## config.mk

```make
export PLATFORM = sky130hd
export DESIGN_NAME = mesm6_mem_arbiter
export DESIGN_NICKNAME = d
export VERILOG_FILES = /design/src/rtl/mesm6_mem_pkg.sv /design/src/rtl/mesm6_mem_port.sv /design/src/rtl/mesm6_mem_arbiter.sv
export SDC_FILE = /design/constraint.sdc
export NUM_CORES = 1
export LEC_CHECK = 0
export ABC_AREA = 1
export BUFFER_PORTS_ARGS = -buffer_cell sky130_fd_sc_hd__buf_4
export CAP_MARGIN = 30
export CORE_MARGIN = 1.5
export CORE_UTILIZATION = 49
export DETAILED_ROUTE_END_ITERATION = 12
export PLACE_DENSITY = 0.79
export SLEW_MARGIN = 20
export SYNTH_ARGS = -nofsm -noshare
export SYNTH_HDL_FRONTEND = slang
export SYNTH_HIERARCHICAL = 1
export SYNTH_SLANG_ARGS = --single-unit
export TNS_END_PERCENT = 100
```

## constraint.sdc

```tcl
create_clock -name clk -period 2.6 [get_ports clk]
set_input_delay 0.26 -clock clk [delete_from_list [all_inputs] [get_ports clk]]
set_output_delay 0.26 -clock clk [all_outputs]
set_load 0.005 [all_outputs]
```

## src/rtl/mesm6_mem_pkg.sv

```systemverilog
// Shared types and sizes for the mesm6 memory subsystem: arbiter state encoding,
// bus widths and the mapped-address test.
package mesm6_mem_pkg;

  localparam int WORD_BITS = 48;
  localparam int ADDR_BITS = 15;

  typedef enum logic [2:0] {
    IDLE,
    D_ISSUE,
    D_WAIT,
    I_ISSUE,
    I_WAIT,
    RESP
  } arb_state_t;

  function automatic logic in_range(input logic [ADDR_BITS-1:0] addr, input int mem_words);
    return int'(addr) < mem_words;
  endfunction

endpackage

```

## src/rtl/mesm6_mem_port.sv

```systemverilog
// Single-access RAM sequencer: one strobe cycle, then 1+WAIT_STATES wait cycles
// ending in a finish pulse that carries the captured read word.
module mesm6_mem_port
  import mesm6_mem_pkg::*;
#(
  parameter int WAIT_STATES = 0,
  parameter int MEM_WORDS   = 32768
) (
  input  logic                 clk,
  input  logic                 reset,
  input  logic                 start,
  input  logic                 waiting,
  input  logic [ADDR_BITS-1:0] addr,
  input  logic                 we,
  input  logic [WORD_BITS-1:0] wdata,
  input  logic [WORD_BITS-1:0] mem_rdata,
  output logic [ADDR_BITS-1:0] mem_addr,
  output logic                 mem_rd,
  output logic                 mem_wr,
  output logic [WORD_BITS-1:0] mem_wdata,
  output logic                 finish,
  output logic                 capture,
  output logic [WORD_BITS-1:0] cap_data
);

  localparam int CNT_W = (WAIT_STATES > 0) ? $clog2(WAIT_STATES + 1) : 1;
  localparam logic [CNT_W-1:0] CNT_LAST = CNT_W'(WAIT_STATES);

  logic [CNT_W-1:0] cnt;
  logic             mapped;

  assign mapped = in_range(addr, MEM_WORDS);

  // NOTE: state uses non-blocking assignments and the reset is sampled on the clock edge.
  always_ff @(posedge clk) begin
    if (!reset) begin
      cnt <= '0;
    end else if (start) begin
      cnt <= '0;
    end else if (waiting && !finish) begin
      cnt <= cnt + 1'b1;
    end
  end

  // Unmapped accesses keep the full timing but never touch the RAM.
  always_comb begin
    mem_rd    = start && mapped && !we;
    mem_wr    = start && mapped && we;
    mem_addr  = (start && mapped) ? addr : '0;
    mem_wdata = (start && mapped && we) ? wdata : '0;
    finish    = waiting && (cnt == CNT_LAST);
    capture   = finish && !we;
    cap_data  = mapped ? mem_rdata : '0;
  end

endmodule

```

## src/rtl/mesm6_mem_arbiter.sv

```systemverilog
// Merges the mesm6 core's ibus and dbus onto one single-port RAM; dbus goes first,
// and both completions are reported together in a single RESP cycle.
module mesm6_mem_arbiter
  import mesm6_mem_pkg::*;
#(
  parameter int WAIT_STATES = 0,
  parameter int MEM_WORDS   = 32768
) (
  input  logic                 clk,
  input  logic                 reset,
  input  logic                 ibus_fetch,
  input  logic [ADDR_BITS-1:0] ibus_addr,
  output logic [WORD_BITS-1:0] ibus_input,
  output logic                 ibus_done,
  input  logic                 dbus_read,
  input  logic                 dbus_write,
  input  logic [ADDR_BITS-1:0] dbus_addr,
  input  logic [WORD_BITS-1:0] dbus_output,
  output logic [WORD_BITS-1:0] dbus_input,
  output logic                 dbus_done,
  output logic [ADDR_BITS-1:0] mem_addr,
  output logic                 mem_rd,
  output logic                 mem_wr,
  output logic [WORD_BITS-1:0] mem_wdata,
  input  logic [WORD_BITS-1:0] mem_rdata
);

  arb_state_t state, state_n;

  logic                 i_pend, d_pend, d_we;
  logic [ADDR_BITS-1:0] i_addr, d_addr;
  logic [WORD_BITS-1:0] d_wdata;

  logic                 d_phase, start, waiting, port_we;
  logic [ADDR_BITS-1:0] port_addr;
  logic                 finish, capture;
  logic [WORD_BITS-1:0] cap_data;

  always_ff @(posedge clk) begin
    if (!reset) state <= IDLE;
    else        state <= state_n;
  end

  // NOTE: default assignment first so no path through the case infers a latch.
  always_comb begin
    state_n = state;
    case (state)
      IDLE: begin
        if (dbus_read || dbus_write) state_n = D_ISSUE;
        else if (ibus_fetch)         state_n = I_ISSUE;
      end
      D_ISSUE: state_n = D_WAIT;
      D_WAIT:  if (finish) state_n = i_pend ? I_ISSUE : RESP;
      I_ISSUE: state_n = I_WAIT;
      I_WAIT:  if (finish) state_n = RESP;
      RESP:    state_n = IDLE;
      default: state_n = IDLE;
    endcase
  end

  always_comb begin
    d_phase   = (state == D_ISSUE) || (state == D_WAIT);
    start     = (state == D_ISSUE) || (state == I_ISSUE);
    waiting   = (state == D_WAIT) || (state == I_WAIT);
    port_addr = d_phase ? d_addr : i_addr;
    port_we   = d_phase && d_we;
    ibus_done = (state == RESP) && i_pend;
    dbus_done = (state == RESP) && d_pend;
  end

  // Request fields are frozen on leaving IDLE; core-side changes are ignored until RESP.
  always_ff @(posedge clk) begin
    if (!reset) begin
      i_pend  <= 1'b0;
      d_pend  <= 1'b0;
      d_we    <= 1'b0;
      i_addr  <= '0;
      d_addr  <= '0;
      d_wdata <= '0;
    end else if (state == IDLE) begin
      i_pend  <= ibus_fetch;
      d_pend  <= dbus_read || dbus_write;
      d_we    <= dbus_write;
      i_addr  <= ibus_addr;
      d_addr  <= dbus_addr;
      d_wdata <= dbus_output;
    end
  end

  always_ff @(posedge clk) begin
    if (!reset) begin
      ibus_input <= '0;
      dbus_input <= '0;
    end else if (capture) begin
      if (d_phase) dbus_input <= cap_data;
      else         ibus_input <= cap_data;
    end
  end

  mesm6_mem_port #(
    .WAIT_STATES(WAIT_STATES),
    .MEM_WORDS  (MEM_WORDS)
  ) u_port (
    .clk      (clk),
    .reset    (reset),
    .start    (start),
    .waiting  (waiting),
    .addr     (port_addr),
    .we       (port_we),
    .wdata    (d_wdata),
    .mem_rdata(mem_rdata),
    .mem_addr (mem_addr),
    .mem_rd   (mem_rd),
    .mem_wr   (mem_wr),
    .mem_wdata(mem_wdata),
    .finish   (finish),
    .capture  (capture),
    .cap_data (cap_data)
  );

endmodule

```

* Yosys cells after proc, flatten, opt, wreduce, memory -nomap -nowiden
Index checks and enable logic that the tools add are counted.
** Storage, ports and cells
- Register bits :: 181
- Logic and storage cells :: 50
** Cells by class
- Add/subtract/negate cells :: 1
- Equal/unequal tests :: 8
- Mux-type cells :: 9
- Bitwise logic cells :: 3
- Reduce and logical (&&, ||, !) cells :: 19
** Operators with widths (number)
- two-way mux 48 bit :: 1
- two-way mux 15 bit :: 2
- two-way mux 3 bit :: 5
- one-hot mux 3 bit (5 select lines) :: 1
- logical AND 1 bit :: 8
- == test 3 x 2 -> 1 bit, second input constant :: 2
- == test 3 bit, second input constant :: 2
- logical OR 1 bit :: 4
- != test 2 x 1 -> 1 bit, second input constant :: 2
- AND reduction 2 bit :: 2
- == test 3 x 1 -> 1 bit, second input constant :: 1
- zero test 3 bit :: 1
- != test 3 x 2 -> 1 bit, second input constant :: 1
- NOT 1 bit :: 3
- AND reduction 3 bit :: 1
- zero test 1 bit :: 2
- OR reduction 2 bit :: 1
- adder 1 bit, second input constant :: 1

* Longest topological paths before layout
Gate-level depths: netlist (run 1).
- Depth in word-level cells :: 6
- Depth in mapped cells :: 13

* Modules after synthesis
Netlist (run 1), hierarchy kept.
** By module, submodules not included
- mesm6_mem_arbiter :: instances 1, cells each 859, area an instance 6506.2 µm², seq. area each 3603.5 µm²
- mesm6_mem_port :: instances 1, cells each 194, area an instance 1027.2 µm², seq. area each 20.0 µm²

* Worst setup path before layout (run 1)
OpenSTA, ideal clock, no wires.
- Path type :: register to register
- Start point :: register state[1]
- End point :: register ibus_input[31]
- Setup time :: 0.065 ns
- Data arrival time :: 1.943 ns
- Setup slack :: 0.593 ns
- Stages on the path, launching flop included :: 14
- Cells stage by stage :: dfxtp_1 -> inv_2 -> nand3_2 -> nand2_4 -> inv_4 -> buf_2 -> nor2_1 -> nor2_1 -> inv_1 -> nor2_4 -> buf_4 -> buf_4 -> o21ai_0 -> nor2_1
** Between the ends
- Longest elaborated chain between the ends :: 6
- Elaborated cells between the ends (all ways) :: 11
- Those cells by class :: eq/ne (3); bitwise (1); reduce/logical (7)
** Ends and longest elaborated chain
- start, declared :: line mesm6_mem_arbiter.sv:28 : arb_state_t state, state_n;
- start signal, assigned :: line mesm6_mem_arbiter.sv:41 : else state <= state_n;
- == test 3 x 1 -> 1 bit / == test 3 x 2 -> 1 bit (equally long branches) :: line mesm6_mem_arbiter.sv:62 : d_phase = (state == D_ISSUE) || (state == D_WAIT);
- logical OR 1 bit (*) :: line mesm6_mem_arbiter.sv:62
- logical AND 1 bit (*) :: line mesm6_mem_arbiter.sv:66 : port_we = d_phase && d_we;
- named net port_we :: line mesm6_mem_arbiter.sv:34 : logic d_phase, start, waiting, port_we;
- zero test 1 bit (*) :: line mesm6_mem_port.sv:52 : capture = finish && !we;
- logical AND 1 bit (*) :: line mesm6_mem_port.sv:52
- named net capture :: line mesm6_mem_arbiter.sv:36 : logic finish, capture;
- AND reduction 2 bit (no line) (*)
- end signal, assigned :: line mesm6_mem_arbiter.sv:96 : else ibus_input <= cap_data;
- end, declared :: line mesm6_mem_arbiter.sv:13 : output logic [WORD_BITS-1:0] ibus_input,
Mark *: on every way through the listed nets, which the timed path passes. The rest lies on a longest branch.
A chain may end at the register's enable or synchronous reset.

* Worst setup path after layout (run 1)
- Start point :: register state[2]
- End point :: output mem_wdata[25]
** Between the ends
- Longest elaborated chain between the ends :: 5
- Elaborated cells between the ends (all ways) :: 8
- Those cells by class :: eq/ne (3); mux (1); reduce/logical (4)
** Ends and longest elaborated chain
- == test 3 x 1 -> 1 bit / == test 3 x 2 -> 1 bit (equally long branches) :: line mesm6_mem_arbiter.sv:62
- logical OR 1 bit (*) :: line mesm6_mem_arbiter.sv:62
- logical AND 1 bit (*) :: line mesm6_mem_arbiter.sv:66
- named net port_we :: line mesm6_mem_arbiter.sv:34
- logical AND 1 bit (*) :: line mesm6_mem_port.sv:50 : mem_wdata = (start && mapped && we) ? wdata : '0;
- two-way mux 48 bit (*) :: line mesm6_mem_port.sv:50
- end, declared :: line mesm6_mem_arbiter.sv:24 : output logic [WORD_BITS-1:0] mem_wdata,
Marked as above.

==> results.md, run 1 <==
* Status: finished, final reports clean
* Average footprint of a synthesized cell at 7.15 µm²
* Number of buffers inserted for hold repair after clock tree synthesis at 0
* Clock period minus worst slack at 2.40 ns
* Final worst clock skew at 0.00941 ns
* Placement Rows at 45
* Actual transition at the worst max-transition pin at 0.723 ns
* DR DRC count at 0
* Die width at 127 µm
* Fin worst setup slack at 0.198 ns
* Reported leakage power at 4.94 nW
* Most numerous cell in the Yosys netlist: sky130_fd_sc_hd__nor2_1
* Number of max-slew violations in the final report at 0
* Clock-pin transition on the worst setup and hold timing paths at 0.06 ns
* Area leader, netlist: sky130_fd_sc_hd__dfxtp_1
* Finish-stage setup viols at 0
* Post-synthesis to final-layout area growth at 33.1%
* First drt pass iteration count at 4
* CTS tree: yes
* Setup Buffers After CTS at 0
* Number of distinct library cells after synthesis at 23
* Post-synth top area share at 0.481
* TritonCTS Buffers at 17
* Post-DR vias/cell at 4.85
* Sum of routed wire segments on met1 at 8550 µm
* Accumulated negative setup slack at 0 ns
* Most common library cells after synthesis: sky130_fd_sc_hd__nor2_1, sky130_fd_sc_hd__dfxtp_1, sky130_fd_sc_hd__o21ai_0
* Post-synthesis instance total at 1053
* Die area at 16100 µm²
* Share of flip-flops with an asynchronous set or reset at 0
* Highest signal layer in the routed design: met4
* Max_cap viols at 0
* # diodes at 0
* Min-Delay Path Class: in -> reg
* Total grt overflow at 0
* Routed met3 length at 1700 µm
* Clock latency reported for the late side of the worst-skew pair at 0.42 ns
* Final wirelength at 20300 µm
* IO Port Bufs at 293
* Register bit count reported by yosys at 181
* Data arrival, critical path at 2.14 ns
* Highest achievable clock rate at 416 MHz
* Power density over the cells at 1170 nW/µm²
* Setup repair after global routing missed its margin: no
* Yosys warnings at 6
* Clock sinks at 181
* Max_slew headroom at 0.518
* Placer's final routability congestion estimate at 0.838
* Number of hold violations in the final report at 0
* Die boundary height at 127 µm
* GRT Util Overall at 0.244
* Share of cells above drive strength 1 at 0.281
* Routed wl met2 at 9470 µm
* Antenna Violating Nets Remaining at 0
* Part of the Yosys area used for sequential elements at 0.481
* Post-placement setup slack at 0.310 ns
* Primary FF master, synth: sky130_fd_sc_hd__dfxtp_1
* Clock tree root buffer cell: sky130_fd_sc_hd__clkbuf_16
* Largest net degree at the start of global routing at 84
* Placeable core region at 15100 µm²
* Crit path kind: reg -> out
* Kind of end point of the critical path: primary output
* Initial DRC Count at 484
* Total nets after synthesis at 1184
* Cell area after synthesis at 7530 µm²
* Via count of the routed design at 7104
* Num ports at 294
* Worst path required time at 2.34 ns
* Starting Density at 0.499
* Global-route wire length before repair at 31500 µm
* Detailed-route wire length per cell at 13.9 µm
* Total Nets Final at 1395
* Max clock buf depth at 2
* Post-synth EDFFs at 0
* Share of the cycle needed by the critical path after routing at 0.924
* Top area cells in the synthesized netlist: sky130_fd_sc_hd__dfxtp_1, sky130_fd_sc_hd__nor2_1, sky130_fd_sc_hd__o21ai_0, sky130_fd_sc_hd__buf_4, sky130_fd_sc_hd__inv_1
* Clock H-tree levels at 4
* Vias in the first global route at 6570
* VDD IR-drop max at 0.000686 V
* Number of antenna violations at the first check in global routing at 0
* Type of origin of the critical path: flip-flop
* Worst-path maximum fanout at 24
* Final HPWL DP at 13800 µm
per-layer routing:
metal	vias up	global-route usage
met2	253	0.421
met1	3206	0.280
met3	35	0.0800
met5	-	0
met4	0	0.0976
li1	3610	-
repair_timing:
action / CTS / global route
pin swaps: 0 / 1
gates resized for setup: 2 / 1
setup endpoints to repair: 34 / 5
cloned: 0 / 1
kinds of logic after synthesis:
group | count (synthesis) | share of synthesized area
buf+inv | 195 | 0.136
simple gates | 495 | 0.262
flops | 181 | 0.481
compound gates | 182 | 0.121
power by group:
group / switching [mW] / internal [mW]
Sequential: 0.565 / 3.91
Clock: 1.04 / 1.58
Combinational: 2.76 / 1.90
Total: 4.37 / 7.39
cells in the final DEF, fill, tap and decap left out, types with 3 or more instances in the layout:
cell type and n:
sky130_fd_sc_hd__a21oi_1 4, sky130_fd_sc_hd__buf_12 4, sky130_fd_sc_hd__buf_4 301, sky130_fd_sc_hd__bufinv_16 3, sky130_fd_sc_hd__clkbuf_1 3, sky130_fd_sc_hd__clkbuf_16 17
sky130_fd_sc_hd__clkbuf_8 3, sky130_fd_sc_hd__dfxtp_1 181, sky130_fd_sc_hd__inv_1 76, sky130_fd_sc_hd__inv_2 4, sky130_fd_sc_hd__nand2_1 72, sky130_fd_sc_hd__nand2_4 3
sky130_fd_sc_hd__nand3_1 5, sky130_fd_sc_hd__nor2_1 398, sky130_fd_sc_hd__nor2_4 10, sky130_fd_sc_hd__o21ai_0 165, sky130_fd_sc_hd__o21ai_1 12
sequential cells by signal, summed over array words and instances, names as in the netlist:
| name | count |
|---|---|
| u_port/cnt | 1 |
| state | 3 |
| d_pend | 1 |
| d_we | 1 |
| i_pend | 1 |
| dbus_input | 48 |
| i_addr | 15 |
| ibus_input | 48 |
| d_wdata | 48 |
| d_addr | 15 |
final timing paths:
| path | from | to | slack, ns | depth (start not counted) |
|---|---|---|---|---|
| setup reg to reg | state[0] | ibus_input[0] | 0.32 | 11 |
| hold / removal | mem_rdata[37] | ibus_input[37] | 0.07 | 3 |
| setup / recovery | state[2] | mem_wdata[25] | 0.20 | 8 |
| hold reg to reg | u_port/cnt | u_port/cnt | 0.44 | 2 |
worst max-delay path, stage by stage (launching register included):
cell	delay (ns)
sky130_fd_sc_hd__dfxtp_1	0.34
sky130_fd_sc_hd__inv_2	0.13
sky130_fd_sc_hd__nand3_2	0.13
sky130_fd_sc_hd__nand2_4	0.12
sky130_fd_sc_hd__inv_4	0.10
sky130_fd_sc_hd__nor2_4	0.27
sky130_fd_sc_hd__nand2_4	0.31
sky130_fd_sc_hd__nor2_1	0.19
sky130_fd_sc_hd__buf_4	0.13
stage by stage:
step                       util  hold WS [ns]  cells  cell area [µm²]  total power [mW]
after global placement    0.623         0.420   1432             9400              9.02
after detailed placement  0.623         0.435   1432             9400              9.15
after floorplan               -         0.384   1053             7530              7.35
after global routing      0.665        0.0627   1464            10000              12.7
final                     0.665        0.0691   1464            10000              11.8
after CTS                 0.663        0.0543   1463            10000              11.8
layout make-up:
cell class / instances / area (µm²)
flip-flops and latches: 181 / 3620
clock buffers: 23 / 478
multi-input cells: 678 / 2920
fillers: 1357 / 5060
inverters: 81 / 307
repair buffers: 305 / 2340
clock inverters: 8 / 124
well taps: 188 / 235
(Power assumes the default switching activity.)
==> inputs of run 2 (changes only) <==
--- a/config.mk
+++ b/config.mk
@@ -8,7 +8,6 @@
 export ABC_AREA = 1
 export BUFFER_PORTS_ARGS = -buffer_cell sky130_fd_sc_hd__buf_4
 export CAP_MARGIN = 30
-export CORE_MARGIN = 1.5
 export CORE_UTILIZATION = 49
 export DETAILED_ROUTE_END_ITERATION = 12
 export PLACE_DENSITY = 0.79
==> results.md, run 2 (synthesis results as in run 1) <==
* Status: finished, final reports clean
* Clock period minus worst slack at 2.42 ns (+0.0149 ns)
* Worst reg2reg startpoint: state[1]
* Accumulated negative setup slack at 0 ns (unchanged)
* Capturing point of the worst reg2reg path: dbus_input[41]
* Initial DRC Count at 445 (-8.1%)
* Via count of the routed design at 7050 (-0.76%)
* Crit path kind: reg -> out
* Number of max-slew violations in the final report at 0 (unchanged)
* Total instance count after detailed placement at 1430 (-0.14%)
* Starting Density at 0.511 (+0.0113)
* Clock H-tree levels at 4 (unchanged)
* Max_cap viols at 0 (unchanged)
* Worst path required time at 2.34 ns (about the same)
* Finish-stage setup viols at 0 (unchanged)
* Setup crit start: state[2]
* Num ports at 294 (unchanged)
* Final cell count without fillers at 1461 (-0.20%)
* Number of buffers inserted for hold repair after clock tree synthesis at 0 (unchanged)
* Register-to-register setup slack at 0.38 ns (+0.06 ns)
* Die width at 126 µm (-0.79%)
* Placeable core region at 14800 µm² (-2.2%)
* Number of antenna violations at the first check in global routing at 0 (unchanged)
* Data arrival, critical path at 2.16 ns (+0.02 ns)
* Reported leakage power at 4.90 nW (-0.80%)
* Power share of the sequential group at 0.389 (+0.009)
* Dpl cell area at 9380 µm² (-0.20%)
* First drt pass iteration count at 4 (unchanged)
* Die boundary height at 126 µm (-0.79%)
* DR DRC count at 0 (unchanged)
* Highest achievable clock rate at 414 MHz (-0.62%)
* Type of origin of the critical path: flip-flop
* Max_slew headroom at 0.500 (-0.0178)
* Share of total power consumed by net switching at 0.379 (+0.00761)
* Clock-pin transition on the worst setup and hold timing paths at 0.06 ns (about the same)
* CTS tree: yes
* Final standard cell area without fillers at 9950 µm² (-0.75%)
* Post-placement setup slack at 0.426 ns (+0.116 ns)
* Kind of end point of the critical path: primary output
* # diodes at 0 (unchanged)
* Detailed-route wire length per cell at 13.8 µm (-0.64%)
* Final HPWL DP at 14000 µm (+1.4%)
* Total grt overflow at 0 (unchanged)
* GRT Util Overall at 0.257 (+0.0129)
* Top flop regs: d_wdata: 48 flops, dbus_input: 48 flops, ibus_input: 48 flops
* Power density over the cells at 1160 nW/µm² (-1.4%)
* Leading cell types in the layout, fill and taps excluded: sky130_fd_sc_hd__nor2_1, sky130_fd_sc_hd__buf_4, sky130_fd_sc_hd__dfxtp_1, sky130_fd_sc_hd__o21ai_0, sky130_fd_sc_hd__inv_1
* Min-Delay Path Class: in -> reg
* Total Nets Final at 1396 (+0.072%)
* Total power consumption of the routed design at 11.5 mW (-2.2%)
* Setup Buffers After CTS at 0 (unchanged)
* Worst-path maximum fanout at 49 (+100%)
* Post-synthesis to final-layout area growth at 32.1%
* Post-DR vias/cell at 4.83 (-0.56%)
* Number of cells traversed by the worst register-to-register path at 9 (-2)
* Share of the cycle needed by the critical path after routing at 0.929 (+0.00574)
* Clock latency reported for the late side of the worst-skew pair at 0.42 ns (about the same)
* Total net switching power at 4.36 mW (-0.16%)
* Final wirelength at 20100 µm (-0.84%)
* Clock sinks at 181 (unchanged)
* Placement Rows at 44 (-2.2%)
* Placer's final routability congestion estimate at 0.877 (+4.7%)
* Share of cells above drive strength 1 at 0.282 (+0.00135)
* TritonCTS Buffers at 17 (unchanged)
* Largest net degree at the start of global routing at 84 (unchanged)
* Fill cell count at 1327 (-2.2%)
* Setup repair after global routing missed its margin: no
* Capture point of the critical path: mem_wdata[0]
* IO Port Bufs at 293 (unchanged)
* Leading cell type in the layout, fill and taps excluded: sky130_fd_sc_hd__nor2_1
* Combinational share of power at 0.400 (+0.004)
* Vias in the first global route at 6525 (-0.68%)
* Post-CTS resize count at 0 (-2)
* Power share of the clock group at 0.210 (-0.013)
* Antenna Violating Nets Remaining at 0 (unchanged)
* VDD IR-drop max at 0.000833 V (+22%)
* Clock tree root buffer cell: sky130_fd_sc_hd__clkbuf_16
* Max clock buf depth at 2 (unchanged)
* Final worst clock skew at 0.00741 ns (-0.00200 ns)
* Fin worst setup slack at 0.184 ns (-0.0149 ns)
* Actual transition at the worst max-transition pin at 0.750 ns (+0.0267 ns)
* Number of hold violations in the final report at 0 (unchanged)
* Die area at 15900 µm² (-1.6%)
* Global-route wire length before repair at 32400 µm (+2.9%)
* Power Internal at 7.15 mW (-3.3%)
## run 2: worst max-delay path: stages (launching register included)
cell                      delay, ns
sky130_fd_sc_hd__dfxtp_1       0.35
sky130_fd_sc_hd__inv_2         0.13
sky130_fd_sc_hd__nand3_2       0.13
sky130_fd_sc_hd__nand2_4       0.11
sky130_fd_sc_hd__inv_4         0.10
sky130_fd_sc_hd__nor2_2        0.25
sky130_fd_sc_hd__nand2_8       0.29
sky130_fd_sc_hd__nor2_1        0.21
sky130_fd_sc_hd__buf_4         0.14
## run 2: layer usage
layer | vias up | global-route usage | routed length (µm)
met5 | - | 0 | 0
met4 | 0 | 0.0957 | 429
met3 | 30 | 0.0858 | 1660
met2 | 237 | 0.437 | 9660
met1 | 3174 | 0.299 | 8370
li1 | 3609 | - | -
## run 2: final cells by class
type / instances / area [µm²] / area share
Sequential cell: 181 / 3620 / 0.364
Multi-Input combinational cell: 677 / 2900 / 0.291
Timing Repair Buffer: 307 / 2330 / 0.234
Clock buffer: 20 / 457 / 0.0459
Inverter: 81 / 307 / 0.0308
Tap cell: 184 / 230 / 0.0231
Clock inverter: 11 / 105 / 0.0106
## run 2: worst min-delay path by stage
stage / from / to / slack (ns) / cells past startpoint
final: mem_rdata[22] / ibus_input[22] / 0.06 / 3
after global routing: mem_rdata[12] / ibus_input[12] / 0.06 / 3
after CTS: mem_rdata[9] / ibus_input[9] / 0.05 / 3
after detailed placement: u_port/cnt / u_port/cnt / 0.42 / 2
after global placement: u_port/cnt / u_port/cnt / 0.42 / 2
after floorplan: reset / u_port/cnt / 0.38 / 2
## run 2: power by group through the flow
stage | clock (mW) | combinational (mW) | sequential (mW)
finish | 2.42 | 4.61 | 4.48
global route | 2.61 | 5.22 | 4.62
CTS | 2.49 | 4.62 | 4.48
detailed placement | 0 | 4.61 | 4.51
global placement | 0 | 4.51 | 4.49
floorplan | 0 | 2.87 | 4.48
## run 2: per-stage QoR
step	hold WS [ns]	utilization
after CTS	0.0473	0.674
after global routing	0.0586	0.675
after floorplan	0.384	-
after global placement	0.420	0.636
after detailed placement	0.424	0.636
final	0.0640	0.675
